File: config.mk
export PLATFORM = sky130hd
export DESIGN_NAME = pipe_mux_rr
export DESIGN_NICKNAME = d
export VERILOG_FILES = /design/src/rtl/pipe_mux_rr.sv
export SDC_FILE = /design/constraint.sdc
export NUM_CORES = 1
export LEC_CHECK = 0
export CAP_MARGIN = 25
export CORE_ASPECT_RATIO = 1.75
export CORE_UTILIZATION = 36
export CTS_CLUSTER_DIAMETER = 150
export DETAILED_ROUTE_END_ITERATION = 12
export PLACE_DENSITY = 0.79
export SYNTH_ARGS = -nofsm -noshare
export SYNTH_HDL_FRONTEND = slang
export SYNTH_SLANG_ARGS = --single-unit
File: constraint.sdc
create_clock -name clk -period 4.8 [get_ports clk]
set_input_delay 1.44 -clock clk [delete_from_list [all_inputs] [get_ports clk]]
set_output_delay 1.44 -clock clk [all_outputs]
set_load 0.02 [all_outputs]
File: src/rtl/pipe_mux_rr.sv
// N-input registered mux with valid/ready handshake and run-time fixed/round-robin grant.
// Optional out_parity output (even parity of out_data) enabled by defining PIPE_MUX_PARITY_EN.
module pipe_mux_rr #(
   parameter int N = 4,
   parameter int WIDTH = 32,
   localparam int SELW = $clog2(N)
) (
   input  logic               clk,
   input  logic               rst_n,
   input  logic [N*WIDTH-1:0] in_data,
   input  logic [N-1:0]       in_valid,
   output logic [N-1:0]       in_ready,
   input  logic [SELW-1:0]    sel,
   input  logic               rr_mode,
   output logic [WIDTH-1:0]   out_data,
   output logic [SELW-1:0]    out_src,
   output logic               out_valid,
   input  logic               out_ready
`ifdef PIPE_MUX_PARITY_EN
   ,
   output logic               out_parity
`endif
);

`ifdef PIPE_MUX_PARITY_EN
   function automatic logic even_parity(input logic [WIDTH-1:0] d);
      return ^d;
   endfunction
`endif

   logic [WIDTH-1:0] out_data_q, out_data_d;
   logic [SELW-1:0]  out_src_q, out_src_d;
   logic             out_valid_q, out_valid_d;
   logic [SELW-1:0]  last_q, last_d;
`ifdef PIPE_MUX_PARITY_EN
   logic             out_parity_q, out_parity_d;
`endif

   logic             can_load_s;
   logic             sel_ok_s;
   logic [N-1:0]     fix_grant_s;
   logic [N-1:0]     rr_grant_s;
   logic [N-1:0]     grant_s;
   logic [N-1:0]     in_ready_s;
   logic             found_s;
   logic [SELW-1:0]  scan_idx_s;
   logic [WIDTH-1:0] data_sel_s;
   logic [SELW-1:0]  grant_idx_s;
   logic             xfer_s;

   // Only a non-power-of-two N can present a sel value with no matching channel.
   generate
      if ((N & (N - 32'sd1)) == 32'sd0) begin : g_sel_pow2
         assign sel_ok_s = 1'b1;
      end else begin : g_sel_np2
         assign sel_ok_s = (sel < SELW'(N));
      end
   endgenerate

   assign can_load_s = !out_valid_q || out_ready;

   // Fixed-mode grant from sel.
   always_comb begin
      fix_grant_s = '0;
      if (sel_ok_s) begin
         fix_grant_s[sel] = 1'b1;
      end else begin
         fix_grant_s = '0;
      end
   end

   // Round-robin grant: first valid channel after last, wrapping modulo N.
   always_comb begin
      rr_grant_s = '0;
      found_s    = 1'b0;
      scan_idx_s = '0;
      for (int off = 1; off <= N; off++) begin
         scan_idx_s = SELW'((int'(last_q) + off) % N);
         if (!found_s && in_valid[scan_idx_s]) begin
            rr_grant_s[scan_idx_s] = 1'b1;
            found_s                = 1'b1;
         end else begin
            found_s = found_s;
         end
      end
   end

   assign grant_s    = rr_mode ? rr_grant_s : fix_grant_s;
   assign in_ready_s = grant_s & {N{can_load_s}};
   assign xfer_s     = |(in_valid & in_ready_s);

   // One-hot grant makes an AND-OR mux and index encoder sufficient.
   always_comb begin
      data_sel_s  = '0;
      grant_idx_s = '0;
      for (int i = 0; i < N; i++) begin
         data_sel_s  = data_sel_s  | (in_data[i*WIDTH +: WIDTH] & {WIDTH{grant_s[i]}});
         grant_idx_s = grant_idx_s | (SELW'(i) & {SELW{grant_s[i]}});
      end
   end

   // Next-state for the output stage and rr pointer.
   always_comb begin
      out_valid_d = out_valid_q;
      out_data_d  = out_data_q;
      out_src_d   = out_src_q;
      last_d      = last_q;
`ifdef PIPE_MUX_PARITY_EN
      out_parity_d = out_parity_q;
`endif
      if (can_load_s) begin
         if (xfer_s) begin
            out_valid_d = 1'b1;
            out_data_d  = data_sel_s;
            out_src_d   = grant_idx_s;
`ifdef PIPE_MUX_PARITY_EN
            out_parity_d = even_parity(data_sel_s);
`endif
            if (rr_mode) begin
               last_d = grant_idx_s;
            end else begin
               last_d = last_q;
            end
         end else begin
            out_valid_d = 1'b0;
         end
      end else begin
         out_valid_d = out_valid_q;
      end
   end

   // Output register and rr pointer.
   always_ff @(posedge clk or negedge rst_n) begin
      if (!rst_n) begin
         out_valid_q <= 1'b0;
         out_data_q  <= '0;
         out_src_q   <= '0;
         last_q      <= SELW'(N - 1);
`ifdef PIPE_MUX_PARITY_EN
         out_parity_q <= 1'b0;
`endif
      end else begin
         out_valid_q <= out_valid_d;
         out_data_q  <= out_data_d;
         out_src_q   <= out_src_d;
         last_q      <= last_d;
`ifdef PIPE_MUX_PARITY_EN
         out_parity_q <= out_parity_d;
`endif
      end
   end

   assign in_ready  = in_ready_s;
   assign out_data  = out_data_q;
   assign out_src   = out_src_q;
   assign out_valid = out_valid_q;
`ifdef PIPE_MUX_PARITY_EN
   assign out_parity = out_parity_q;
`endif

endmodule

### Word level (Yosys, flattened, before mapping)

Index checks and enable logic that the tools add are counted.

| storage, ports and cells | value |
|---|---|
| register bits | 37 |
| input port bits | 138 |
| output and inout bits | 39 |

| operators by class | value |
|---|---|
| $add $sub $neg | 4 |
| $lt $le $gt $ge | 10 |
| mux-type cells | 27 |
| bitwise logic cells | 14 |
| reduce and logical (&&, ||, !) cells | 16 |

Operators with widths:

| cell | number |
|---|---|
| 32-bit bitwise AND | 4 |
| 32-bit bitwise OR | 3 |
| 4-bit 2-to-1 mux | 5 |
| 2-bit by 3-bit less-than comparator with 1-bit output, second input constant | 5 |
| 1-bit 2-to-1 mux | 13 |
| 4-bit bitwise OR | 3 |
| 1-bit demux with 2-bit select | 5 |
| 2-bit by 1-bit >= comparator with 1-bit output, second input constant | 5 |
| 4-bit bitwise AND | 2 |
| 1-bit binary-select mux with 2-bit select | 4 |
| 1-bit logical AND | 8 |
| 2-bit by 1-bit adder with 2-bit output, second input constant | 2 |
| 2-bit adder, second input constant | 2 |
| 1-bit zero test | 4 |
| 4-bit OR reduction | 1 |
| 3-bit AND reduction | 1 |
| 1-bit by 2-bit bitwise OR with 2-bit output | 1 |
| 2-bit bitwise OR | 1 |
| 2-bit AND reduction | 1 |
| 1-bit logical OR | 1 |

### Depth between registers and ports, before layout

Gate-level depths: netlist (run 1).

| logic depth | value |
|---|---|
| word-level depth | 18 |
| mapped depth | 10 |

### Least setup slack after synthesis (run 1)

No wires, ideal clock.

| timing path | value |
|---|---|
| path type | input-to-output |
| from | in in_valid[2] |
| to | out in_ready[1] |
| arrival | 3.630 ns |
| data required time | 3.360 ns |
| slack | -0.270 ns |
| stages on the path | 7 |
| cell sequence | mux4_2 -> nor4b_1 -> a221o_1 -> clkbuf_1 -> clkbuf_1 -> o21ai_0 -> nor2_1 |

| on the way | value |
|---|---|
| longest elaborated chain between the ends | 14 |
| elaborated cells between the ends (all ways) | 26 |

RTL lines:

| what | RTL line | text |
|---|---|---|
| start, declared | 11 | `input logic [N-1:0] in_valid,` |
| 1-bit binary-select mux with 2-bit select | 79 | `if (!found_s && in_valid[scan_idx_s]) begin` |
| 1-bit 2-to-1 mux (not written as such) | 79 |  |
| 1-bit 2-to-1 mux | 79 |  |
| 1-bit zero test | 79 |  |
| 1-bit logical AND | 79 |  |
| 1-bit 2-to-1 mux | 79 |  |
| 1-bit zero test | 79 |  |
| 1-bit logical AND | 79 |  |
| 1-bit 2-to-1 mux | 79 |  |
| 1-bit zero test | 79 |  |
| 1-bit logical AND | 79 |  |
| 4-bit 2-to-1 mux (*) | 79 |  |
| 4-bit 2-to-1 mux (*) | 88 | `assign grant_s = rr_mode ? rr_grant_s : fix_grant_s;` |
| 4-bit bitwise AND (*) | 89 | `assign in_ready_s = grant_s & {N{can_load_s}};` |
| end, declared | 12 | `output logic [N-1:0] in_ready,` |

Mark *: on every way between the ends. The rest lies on a longest branch, timed or not. The select of a mux whose other input is x is not followed.

### Final worst setup path (run 1)

Same ends and word-level chain as after synthesis.

==> impl_metrics.py, run 1 <==
metrics = {
    "detailed_routing": {
        "vias": 3739,
        "wl_um": 13100,
        "wl_per_cell_um": 21.27,
        "ant_nets": 0,
        "detail_route.vias_per_cell": 6.070,
        "drt_pass1_iterations": 5,
        "drc": 0,
        "drt-initial-drc-count": 298,
    },
    "power_and_ir_drop": {
        "p_leak_nw": 2.128,
        "p_per_area_nw_per_um2": 462.9,
        "power_mw": 2.450,
        "peakVddDrop_mv": 0.4148,
    },
    "global_route": {
        "first_global_vias": 3888,
        "grt_max_degree": 38,
        "grt_usage": 0.2823,
        "antenna_found_initial": 0,
        "grt_overflow_total": 0,
        "grt_pass1_wl_um": 19890,
    },
    "timing": {
        "tightest_slew_ps": 865.0,
        "worst_slew_margin_rel": 0.4233,
        "fin_crit_sh": 0.9689,
        "fin_skew_ps": 3.313,
        "setup_viol": 0,
        "min_period_ps": 4651,
        "fmax_mhz": 215.0,
        "rsz0062_at_grt": "no",
        "setup-tns-final_ps": 0,
        "drv_slew": 0,
        "hold_viol_final": 0,
    },
    "min_path": {
        "hold_start": "out_data[17]",
        "hp-class": "reg2reg",
    },
    "setup_path": {
        "start_kind": "primary input",
        "required_ps": 3360,
        "end_kind": "output pin",
        "reg2reg_from": "last_q[1]",
        "worstSetupPathType": "in2out",
        "startpoint": "in_valid[2]",
        "cp.arrival_ps": 3210,
        "path_max_fanout": 5,
    },
    "floorplanning": {
        "die_width_um": 73.36,
        "start_util": 0.3700,
        "rows": 45,
        "pin_count": 177,
        "design.die.area_sq_um": 9308,
        "core-area_sq_um": 8671,
        "dieHeight_um": 126.9,
    },
    "outcome": {
        "status": "finished, final reports clean",
    },
    "synth": {
        "ys_seq_area_frac": 0.2894,
        "synth-seq-cells": 37,
        "synth_fp_nets": 479,
        "synth_cell_types": 33,
        "synth.avg_cell_area_sq_um": 9.634,
        "synthCells": 333,
        "yosys_warnings": 0,
        "synth_area_sq_um": 3208,
    },
    "cells_and_area": {
        "antenna_cells": 0,
        "fillers": 759,
        "design_area_sq_um": 5293,
        "final_nets": 644,
        "drive_gt1_frac": 0.1643,
        "syn2layout_area_growth_pct": 64.98,
        "final_util": 0.6104,
        "mostFrequentLayoutCells": "167 x clkdlybuf4s50_1, 96 x o211ai_1, 37 x inv_1",
        "final_common_cell": "clkdlybuf4s50_1",
    },
    "place": {
        "numPortBuffers": 176,
        "place_congestion": 0.8996,
        "placed_cell_area_sq_um": 5130,
        "place_hpwl_um": 8635,
    },
    "cts": {
        "cts_buffers": 5,
        "clockRootBuffer": "clkbuf_16",
        "cts.sinks": 37,
        "cts_hold_buf": 0,
        "htreeDepth": 2,
        "cts.clk_slew.worst_paths_ps": 60,
        "clock_latency_ps": 280,
        "cts_tree": "built",
        "cts_buffer_depth": 2,
    },
    "flow_run": {
        "maxCapViolCount": 0,
    },
}
flip-flops by register name, summed over array words and instances (netlist names):
signal	flops
out_valid	1
out_src	2
out_data	32
last_q	2
path summary, 6_finish.rpt:
check	slack, ps	depth (start not counted)	endpoint
max in group asynchronous	2980	1	out_data[31]
min	490	1	out_data[17]
min in group asynchronous	1270	1	out_data[11]
max	150	9	in_ready[1]
max reg2reg	870	11	out_data[25]
min reg2reg	490	1	out_data[17]
report_power, final:
group | internal (mW) | switching, mW | total [mW]
logic | 0.770 | 0.775 | 1.55
clock network | 0.220 | 0.124 | 0.344
registers | 0.472 | 0.0889 | 0.561
stage by stage:
step,instances,hold WS [ps],setup slack (ps)
after global routing,616,499.2,87.10
after global placement,606,475.1,-625.0
final,616,489.5,149.4
after detailed placement,606,485.8,-675.2
after floorplan,333,592.3,18.27
after CTS,615,494.0,12.59
logic make-up after synthesis:
logic type	Yosys count	share of synthesized area
AOI/OAI and AO/OA	152	0.3748
adders and majority gates	8	0.03120
buffers and inverters	77	0.09750
DFF	37	0.2894
muxes	38	0.1708
and+or+nand+nor	21	0.03627
critical path, stage by stage:
cell      delay (ps)
clkbuf_2         120
mux4_2           550
buf_6            160
a21o_1           160
a221o_1          290
o21ai_2          150
buf_4            140
nor2_2            30
buf_2            160
metal layers:
layer / global-route usage / vias to the layer above / share of wire
met1: 0.3054 / 1807 / 0.36
met2: 0.5071 / 228 / 0.52
met3: 0.04607 / 49 / 0.065
li1: - / 1655 / -
met4: 0.1538 / 0 / 0.047
met5: 0 / - / 0
cell type report:
type | count | area, sq um | share of cell area
multi-input cells | 219 | 2024 | 0.3825
repair buffers | 197 | 1893 | 0.3577
flip-flops and latches | 37 | 928.4 | 0.1754
clock buffers | 7 | 152.6 | 0.02884
well taps | 117 | 146.4 | 0.02766
inverters | 38 | 142.6 | 0.02695
clock inverters | 1 | 5.005 | 0.0009456
synthesized netlist by cell type (all sizes together):
cell type  number  share of area
dfrtp          35           0.27
clkbuf         32          0.037
ha              8          0.031
inv            37          0.043
nor2b           2         0.0039
or4             1         0.0023
and2            4         0.0078
o41ai           2          0.011
mux2           34           0.14
nand2b          1         0.0020
nor4            2         0.0039
dfstp           2          0.016
nor4b           1         0.0027
o211ai         96           0.22
o211a           4          0.012
nand2           4         0.0047
a22oi           2         0.0047
mux4            4          0.028
a221o           4          0.012
o21ai           8          0.012
or2             1         0.0020
nor2            4         0.0047
nor3b           1         0.0023
clkinv          1         0.0012
o2111ai        32          0.087
buf             7          0.016
a21o            4         0.0094
what timing repair did:
| action | CTS | global route |
|---|---|---|
| endpoints found under the setup margin | 4 | 4 |
| resized for setup | 27 | 11 |
| pin swaps | 1 | 3 |
| setup buffers | 1 | 1 |
(Power assumes the default switching activity.)
==> run 2, diff against run 1 <==
--- a/config.mk
+++ b/config.mk
@@ -5,7 +5,7 @@
 export SDC_FILE = /design/constraint.sdc
 export NUM_CORES = 1
 export LEC_CHECK = 0
-export CAP_MARGIN = 25
+export CAP_MARGIN = 20
 export CORE_ASPECT_RATIO = 1.75
 export CORE_UTILIZATION = 36
 export CTS_CLUSTER_DIAMETER = 150
==> results of run 2 <==
Same layout as run 1: the final DEF is identical, and so are final timing and power.
==> run 3, diff against run 2 <==
--- a/config.mk
+++ b/config.mk
@@ -7,6 +7,7 @@
 export LEC_CHECK = 0
 export CAP_MARGIN = 20
 export CORE_ASPECT_RATIO = 1.75
+export CORE_MARGIN = 2
 export CORE_UTILIZATION = 36
 export CTS_CLUSTER_DIAMETER = 150
 export DETAILED_ROUTE_END_ITERATION = 12
==> run 3 against run 2 <==
Fmax decreased by 1.3%. Clock skew about the same. Worst setup slack got worse by 63 ps. Via count grew 0.27%. Sequential share of layout area down 0.21 points. Final cell count increased by 0.81%. Routed wire length rose by 2.7%. Global-route usage decreased by 0.54 points. Critical path type unchanged. Critical endpoint is now in_ready[3].
==> impl_metrics.py, run 3 (synthesized netlist as in run 1, its figures left out) <==
metrics = {
    "cells_and_area": {
        "largest_register_ffs": 32,
        "syn2layout_area_growth_pct": 66.97,
        "drive_gt1_frac": 0.1667,
        "final_common_cell": "clkdlybuf4s50_1",
        "final_util": 0.6177,
        "multi_input_area_sq_um": 2024,
        "layoutNonFillerInstCount": 621,
        "fillers": 747,
        "mostFrequentLayoutCells": "167 x clkdlybuf4s50_1, 96 x o211ai_1, 37 x inv_1",
        "layout.area.seq_sq_um": 928.4,
        "antenna_cells": 0,
        "design_area_sq_um": 5356,
        "final_nets": 649,
    },
    "timing": {
        "worst_slew_margin_rel": 0.4374,
        "setup_viol": 0,
        "drv_slew": 0,
        "min_period_ps": 4713,
        "rsz0062_at_grt": "no",
        "timing.final.ws_setup_ps": 86.78,
        "tightest_slew_ps": 843.9,
        "fin_crit_sh": 0.9819,
        "hold_viol_final": 0,
        "fmax_mhz": 212.2,
        "fin_skew_ps": 2.982,
    },
    "detailed_routing": {
        "drt_pass1_iterations": 4,
        "vias": 3749,
        "wl_per_cell_um": 21.67,
        "wl_um": 13460,
        "ant_nets": 0,
        "drc": 0,
        "detail_route.vias_per_cell": 6.037,
        "drt-initial-drc-count": 317,
    },
    "place": {
        "numPortBuffers": 176,
        "place_congestion": 0.8800,
        "place_inst": 606,
        "preCtsSetupSlack_ps": -731.0,
        "placed_cell_area_sq_um": 5110,
        "place_hpwl_um": 9086,
    },
    "cts": {
        "cts.clk_slew.worst_paths_ps": 60,
        "cts_hold_buf": 0,
        "cts_buffers": 5,
        "cts.sinks": 37,
        "cts_buffer_depth": 2,
        "cts_tree": "built",
        "htreeDepth": 2,
        "clockRootBuffer": "clkbuf_16",
        "clock_latency_ps": 280,
    },
    "power_and_ir_drop": {
        "peakVddDrop_mv": 0.3807,
        "p_leak_nw": 2.154,
        "p_per_area_nw_per_um2": 470.3,
    },
    "floorplanning": {
        "rows": 45,
        "start_util": 0.3700,
        "core-area_sq_um": 8671,
        "die_width_um": 75.36,
        "design.die.area_sq_um": 9712,
        "pin_count": 177,
        "dieHeight_um": 128.9,
    },
    "global_route": {
        "grt_pass1_wl_um": 20410,
        "grt_usage": 0.2769,
        "antenna_found_initial": 0,
        "first_global_vias": 4027,
        "grt_overflow_total": 0,
        "grt_max_degree": 38,
    },
    "setup_path": {
        "path_max_fanout": 4,
        "max_stage_delay_ps": 540,
        "cp.arrival_ps": 3270,
        "worstSetupPathType": "in2out",
        "start_kind": "primary input",
        "end_kind": "output pin",
        "path_buf_inv": 3,
        "required_ps": 3360,
        "cp_cell_sequence": "clkdlybuf4s15_1 -> mux4_2 -> buf_6 -> nor4b_4 -> a221o_1 -> o21ai_2 -> nor2_1 -> buf_4",
        "crit_family": "multiplexers",
        "cp_slowest_cell": "mux4_2",
    },
    "min_path": {
        "hp-class": "reg2reg",
    },
    "flow_run": {
        "maxCapViolCount": 0,
    },
    "outcome": {
        "status": "finished, final reports clean",
    },
}
## run 3: path summary, 6_finish.rpt
| kind | slack, ps | to | depth (start not counted) | from |
|---|---|---|---|---|
| max | 90 | in_ready[3] | 8 | in_valid[1] |
| max in group asynchronous | 3000 | out_data[10] | 1 | rst_n |
| min in group asynchronous | 1270 | out_data[28] | 1 | rst_n |
| max reg2reg | 670 | out_data[25] | 12 | last_q[0] |
| min | 490 | out_data[17] | 1 | out_data[17] |
| min reg2reg | 490 | out_data[17] | 1 | out_data[17] |
## run 3: per-stage QoR
stage,total power [mW],hold WS (ps),TNS [ps]
4_1_cts,2.511,494.0,0
2_1_floorplan,1.416,592.3,0
3_5_place_dp,2.066,484.3,-6410
3_3_place_gp,2.035,474.6,-4447
5_1_grt,2.640,513.7,0
6_report,2.519,490.4,0
## run 3: power breakdown
part	switching [mW]	internal, mW	leakage, nW
Clock	0.123	0.259	0.0831
Combinational	0.779	0.783	1.65
Sequential	0.102	0.472	0.416
Total	1.00	1.51	2.15
## run 3: what timing repair did
action / in CTS / in global routing
gates resized for setup: 32 / 6
endpoints found under the setup margin: 4 / 4
cloned: 0 / 0
setup buffers: 6 / 1
pin swaps: 5 / 4
## run 3: cell type report
| type | instances | share of cell area |
|---|---|---|
| repair buffers | 202 | 0.3618 |
| clock inverters | 2 | 0.007008 |
| multi-input cells | 219 | 0.3779 |
| well taps | 117 | 0.02733 |
| flip-flops and latches | 37 | 0.1733 |
| inverters | 38 | 0.02663 |
| clock buffers | 6 | 0.02593 |
## run 3: routing by layer
layer | track usage | share of wire | up-vias
li1 | - | - | 1666
met1 | 0.2966 | 0.36 | 1824
met2 | 0.4946 | 0.53 | 212
met3 | 0.04307 | 0.062 | 47
met4 | 0.1558 | 0.047 | 0
met5 | 0 | 0 | -
==> variant 1, RTL diff (config.mk and constraints of run 1) <==
Build with the macro `PIPE_MUX_PARITY_EN` defined.
--- a/src/rtl/pipe_mux_rr.sv
+++ b/src/rtl/pipe_mux_rr.sv
@@ -1,5 +1,7 @@
 // N-input registered mux with valid/ready handshake and run-time fixed/round-robin grant.
 // Optional out_parity output (even parity of out_data) enabled by defining PIPE_MUX_PARITY_EN.
+`define PIPE_MUX_PARITY_EN
+
 module pipe_mux_rr #(
    parameter int N = 4,
    parameter int WIDTH = 32,
Behaviour (old outputs only; new: out_parity): unchanged (Yosys induction, for registers that start in step).
==> variant 1 against run 1 <==
  * Wire length increased by 48%
  * Final area increased by 28%
  * Largest power group unchanged
  * Sequential cell count up 1
  * Core utilization shrank 6.5 points
  * Power increased by 120%
  * Area after synthesis is 43% higher
  * Worst setup slack got worse by 110 ps
==> variant 1: results (changes against run 1) <==
Status
  – Outcome: complete, no violations (unchanged)

Pwr
  – Net Sw Frac: 47.8% (was 40.4%)
  – Maximum vdd drop: 0.000385 V (was 0.000415 V)
  – Leak: 2.70 nW (was 2.13 nW)

Timing
  – Worst clock skew: 3.54 ps (was 3.31 ps)
  – Worst slew margin: 39.1% (was 42.3%)

Logic synthesis
  – Syn nets: 672 (was 479)
  – Post-synthesis sequential area ratio: 20.8% (was 28.9%)
  – Mux contribution to synthesized area: 18.2% (was 17.1%)
  – Synth Area in Compound Gates: 33.7% (was 37.5%)
  – Largest family of logic cells by synthesized area: compound AO/OA/AOI/OAI gates (unchanged)
  – Synth cell types: 46 (was 33)
  – Post-synth top flop: dfrtp_1 (unchanged)
  – Post-synthesis adder-cell area fraction: 2.18% (was 3.12%)
  – Synth area leaders: dfrtp_1 20%, mux2_2 8.6%, mux2i_1 7.6% (was dfrtp_1 27%, o211ai_1 22%, mux2_4 9.4%)
  – Post-synthesis xor/xnor area fraction: 5.91% (was 0%)

Detailed routing
  – Met2 wire length: 9950 um (was 6870 um)
  – Wire per inst: 22.6 um (was 21.3 um)
  – Wire length on met1: 6450 um (was 4760 um)
  – First DRT Iteration DRCs: 537 (was 298)

Final layout
  – Signal buffers share of area: 30.0% (was 35.8%)
  – Clock buf count: 6 (was 7)
  – Number of diodes: 3 (was 0)
  – Multi-input gate area: 3270 um^2 (was 2020 um^2)
  – Logic inverters: 41 (was 38)
  – Sequential cell area share: 14.1% (was 17.5%)
  – Nonclk buf count: 215 (was 197)
  – Final nets: 835 (was 644)
  – Share of layout cells above drive strength 1: 16.8% (was 16.4%)
  – FFs & Latches: 38 (was 37)
  – Final clock-cell share: 2.23% (was 2.98%)

GRT
  – First-pass GRT wire length: 29800 um (was 19900 um)
  – Met3 Track Usage GR: 2.83% (was 4.61%)
  – Met1 global-route usage: 31.3% (was 30.5%)
  – Antenna violations before repair: 3 (was 0)
  – Largest net degree at the start of global routing: 39 (was 38)
  – GR Util met2: 51.6% (was 50.7%)
  – Vias in the first global route: 5724 (was 3888)
  – Global router's overall resource usage: 29.4% (was 28.2%)
  – Remaining global-route overflow: 0 (unchanged)

Min path
  – Worst min path class: reg2reg (unchanged)

Critical path
  – Critical path peak fanout: 6 (was 5)
  – Data arrival time of the critical path: 3320 ps (was 3210 ps)

Placed design
  – Buffers on Ports: 177 (was 176)
  – Gpl congestion: 0.878 (was 0.900)
  – Placement Setup Slack: -689 ps (was -675 ps)

CTS
  – CTS Hold Buffers Added: 0 (unchanged)
[variant 1: timing repair]
action                                  4_1_cts  5_1_grt
pin swaps                                     0        1
gates resized for setup                      24       15
buffers inserted                              3        0
endpoints found under the setup margin        5        5
[variant 1: cells by family after synthesis]
family	after synthesis
DFF	38
xor gates and xnor gates	31
buffers and inverters	100
AOI/OAI and AO/OA	178
muxes	74
and+or+nand+nor	97
adders and majority gates	8
[variant 1: power groups by stage]
stage          logic [mW]  registers [mW]  clock network [mW]
5_1_grt              4.66           0.643               0.370
3_5_place_dp         4.30           0.625                   0
2_1_floorplan        2.76           0.798                   0
3_3_place_gp         4.20           0.614                   0
4_1_cts              4.34           0.619               0.355
6_report             4.39           0.624               0.350
[variant 1: worst paths after layout]
path                                         from                  endpoint  slack [ps]  depth (start not counted)
max                                   in_valid[0]               in_ready[1]          40                          9
min                        out_parity$_DFFE_PN0P_    out_parity$_DFFE_PN0P_         500                          2
max reg2reg                 last_q[1]$_DFFE_PN1P_    out_parity$_DFFE_PN0P_         570                         16
min reg2reg                out_parity$_DFFE_PN0P_    out_parity$_DFFE_PN0P_         500                          2
max in group asynchronous                   rst_n    out_parity$_DFFE_PN0P_        2940                          1
min in group asynchronous                   rst_n  out_data[16]$_DFFE_PN0P_        1280                          1
[variant 1: worst max-delay path, stage by stage]
cell and delay [ps]:
dlygate4sd2_1 290, mux4_2 550, buf_4 180, a21oi_1 150, nand2_1 100, a32o_1 240, a21oi_2 130, nor2_1 60
buf_2 180
[variant 1: per-stage QoR]
stage	std cells	instance area, um^2
2_1_floorplan	526	4590
3_3_place_gp	847	6600
3_5_place_dp	847	6600
4_1_cts	858	6770
5_1_grt	861	6780
6_report	861	6780
==> variant 2, RTL diff (settings of run 1) <==
Without the edit above. Register the input `rr_mode` before use, cleared by the reset. The logic sees it one clock later. The other inputs are not delayed to match.
--- a/src/rtl/pipe_mux_rr.sv
+++ b/src/rtl/pipe_mux_rr.sv
@@ -21,6 +21,16 @@
    output logic               out_parity
 `endif
 );
+
+   logic rr_mode_q;
+
+   always_ff @(posedge clk or negedge rst_n) begin
+      if (!rst_n) begin
+         rr_mode_q <= '0;
+      end else begin
+         rr_mode_q <= rr_mode;
+      end
+   end
 
 `ifdef PIPE_MUX_PARITY_EN
    function automatic logic even_parity(input logic [WIDTH-1:0] d);
@@ -85,7 +95,7 @@
       end
    end
 
-   assign grant_s    = rr_mode ? rr_grant_s : fix_grant_s;
+   assign grant_s    = rr_mode_q ? rr_grant_s : fix_grant_s;
    assign in_ready_s = grant_s & {N{can_load_s}};
    assign xfer_s     = |(in_valid & in_ready_s);
 
@@ -116,7 +126,7 @@
 `ifdef PIPE_MUX_PARITY_EN
             out_parity_d = even_parity(data_sel_s);
 `endif
-            if (rr_mode) begin
+            if (rr_mode_q) begin
                last_d = grant_idx_s;
             end else begin
                last_d = last_q;
Formal check against the unedited RTL: not equivalent (Yosys sat finds a counterexample within 4 cycles, from zero or initial values and one cycle with rst_n low).
==> variant 2 against run 1 <==
  * Sequential cell count grew 1
  * Power shrank 1.5%
  * Worst setup slack lost 45 ps
  * Clock skew grew 1.3 ps
  * Final area grew 0.38%
  * Wire length grew 0.15%
  * Area after synthesis grew 0.78%
  * Die area grew 0.76%
  * Critical endpoint is now in_ready[0]
  * Highest routed layer unchanged
==> variant 2: results (changes against run 1) <==
GRT
  – Vias in the first global route: 4011 (was 3888)
  – First-pass GRT wire length: 19700 um (was 19900 um)
  – Largest net degree at the start of global routing: 39 (was 38)
  – Antenna violations before repair: 0 (unchanged)
  – Global router's overall resource usage: 28.1% (was 28.2%)

Min path
  – Hold wc startpoint: out_data[21]$_DFFE_PN0P_ (was out_data[17]$_DFFE_PN0P_)

Detailed routing
  – First DRT Iteration DRCs: 262 (was 298)
  – DRT Pass-1 Iters: 4 (was 5)
  – Via density per instance: 6.10 (was 6.07)
  – Wire per inst: 21.3 um (about the same)

CTS
  – Clock buffer count from CTS: 5 (unchanged)

Status
  – Outcome: complete, no violations (unchanged)

Final layout
  – Share of layout cells above drive strength 1: 15.1% (was 16.4%)
  – Final nets: 643 (was 644)

Placed design
  – DP HPWL: 8650 um (was 8640 um)
  – Gpl congestion: 0.880 (was 0.900)

Critical path
  – Critical path peak fanout: 4 (was 5)
  – Critical Path Start: in_valid[1] (was in_valid[2])
  – Crit Reg-Reg Startpoint: last_q[0]$_DFFE_PN1P_ (was last_q[1]$_DFFE_PN1P_)
  – CP top delay family: buffers and inverters (was compound AO/OA/AOI/OAI gates)

Logic synthesis
  – Post-synth top cells: 96 x o211ai_1, 37 x inv_1, 36 x dfrtp_1, 32 x clkbuf_1, 32 x o2111ai_1 (was 96 x o211ai_1, 37 x inv_1, 35 x dfrtp_1, 32 x clkbuf_1, 32 x o2111ai_1)
  – Syn nets: 480 (was 479)
  – Post-synthesis sequential area ratio: 29.5% (was 28.9%)
  – Synth area leaders: dfrtp_1 28%, o211ai_1 22%, mux2_4 9.3% (was dfrtp_1 27%, o211ai_1 22%, mux2_4 9.4%)

Timing
  – Worst slew margin: 41.4% (was 42.3%)
  – Worst clock skew: 4.61 ps (was 3.31 ps)

Pwr
  – Leak: 2.13 nW (about the same)
  – Maximum vdd drop: 0.000505 V (was 0.000415 V)
-- variant 2: final timing paths --
path	end	slack [ps]	depth (start not counted)
max	in_ready[0]	100	8
min	out_data[21]$_DFFE_PN0P_	500	1
max reg2reg	out_data[27]$_DFFE_PN0P_	670	11
min reg2reg	out_data[21]$_DFFE_PN0P_	500	1
max in group asynchronous	out_src[1]$_DFFE_PN0P_	2970	1
min in group asynchronous	rr_mode_q$_DFF_PN0_	1280	1
-- variant 2: worst register-to-register path, stage by stage, from the launching register on --
cell	delay, ps
dfstp_2	670
inv_1	160
ha_1	360
mux4_2	420
a21o_1	220
a221o_1	300
buf_4	150
buf_4	260
o211a_1	320
o41ai_4	400
buf_4	380
mux2_2	390
-- variant 2: power by group --
| group | internal, mW | total, mW | switching, mW |
|---|---|---|---|
| combinational | 0.739 | 1.47 | 0.730 |
| clock | 0.246 | 0.369 | 0.124 |
| sequential | 0.480 | 0.575 | 0.0951 |
-- variant 2: kinds of logic after synthesis --
kind of cell             Yosys count  share of synthesized area (%)
AO/OA/AOI/OAI                    152                           37.2
adder cells (fa/ha/maj)            8                           3.10
flip-flops                        38                           29.5
multiplexers                      38                           17.0
AND/OR/NAND/NOR                   21                           3.60
buffers and inverters             77                           9.67
-- variant 2: cell type report --
class | instances | area [um^2]
tap | 117 | 146
clock inverter | 1 | 30.0
clock buffer | 7 | 133
sequential | 38 | 953
fill | 756 | 3360
multi-input combinational | 219 | 2020
inverter | 38 | 143
timing repair buffer | 195 | 1890
-- variant 2: layer usage --
metal / up-vias / GRT usage [%] / part of all wire [%]
met5: - / 0 / 0
met1: 1783 / 29.7 / 35
met4: 0 / 22.3 / 7.2
li1: 1648 / - / -
met2: 255 / 47.5 / 51
met3: 68 / 4.81 / 6.6
-- variant 2: metrics by stage --
stage | setup WS (ps) | utilization, % | area [um^2] | cells | TNS, ps
after floorplan | 18.3 | - | 3250 | 334 | 0
after global placement | -613 | 58.9 | 5100 | 603 | -3600
after detailed placement | -736 | 58.9 | 5100 | 603 | -6940
after CTS | 53.6 | 60.9 | 5280 | 613 | 0
after global routing | 16.8 | 61.3 | 5310 | 615 | 0
final | 105 | 61.3 | 5310 | 615 | 0
-- variant 2: what timing repair did --
action | in CTS | in global routing
endpoints found under the setup margin | 4 | 4
pin swaps | 8 | 8
buffers inserted | 2 | 2
resized for setup | 28 | 10
hold buffers | 0 | 0
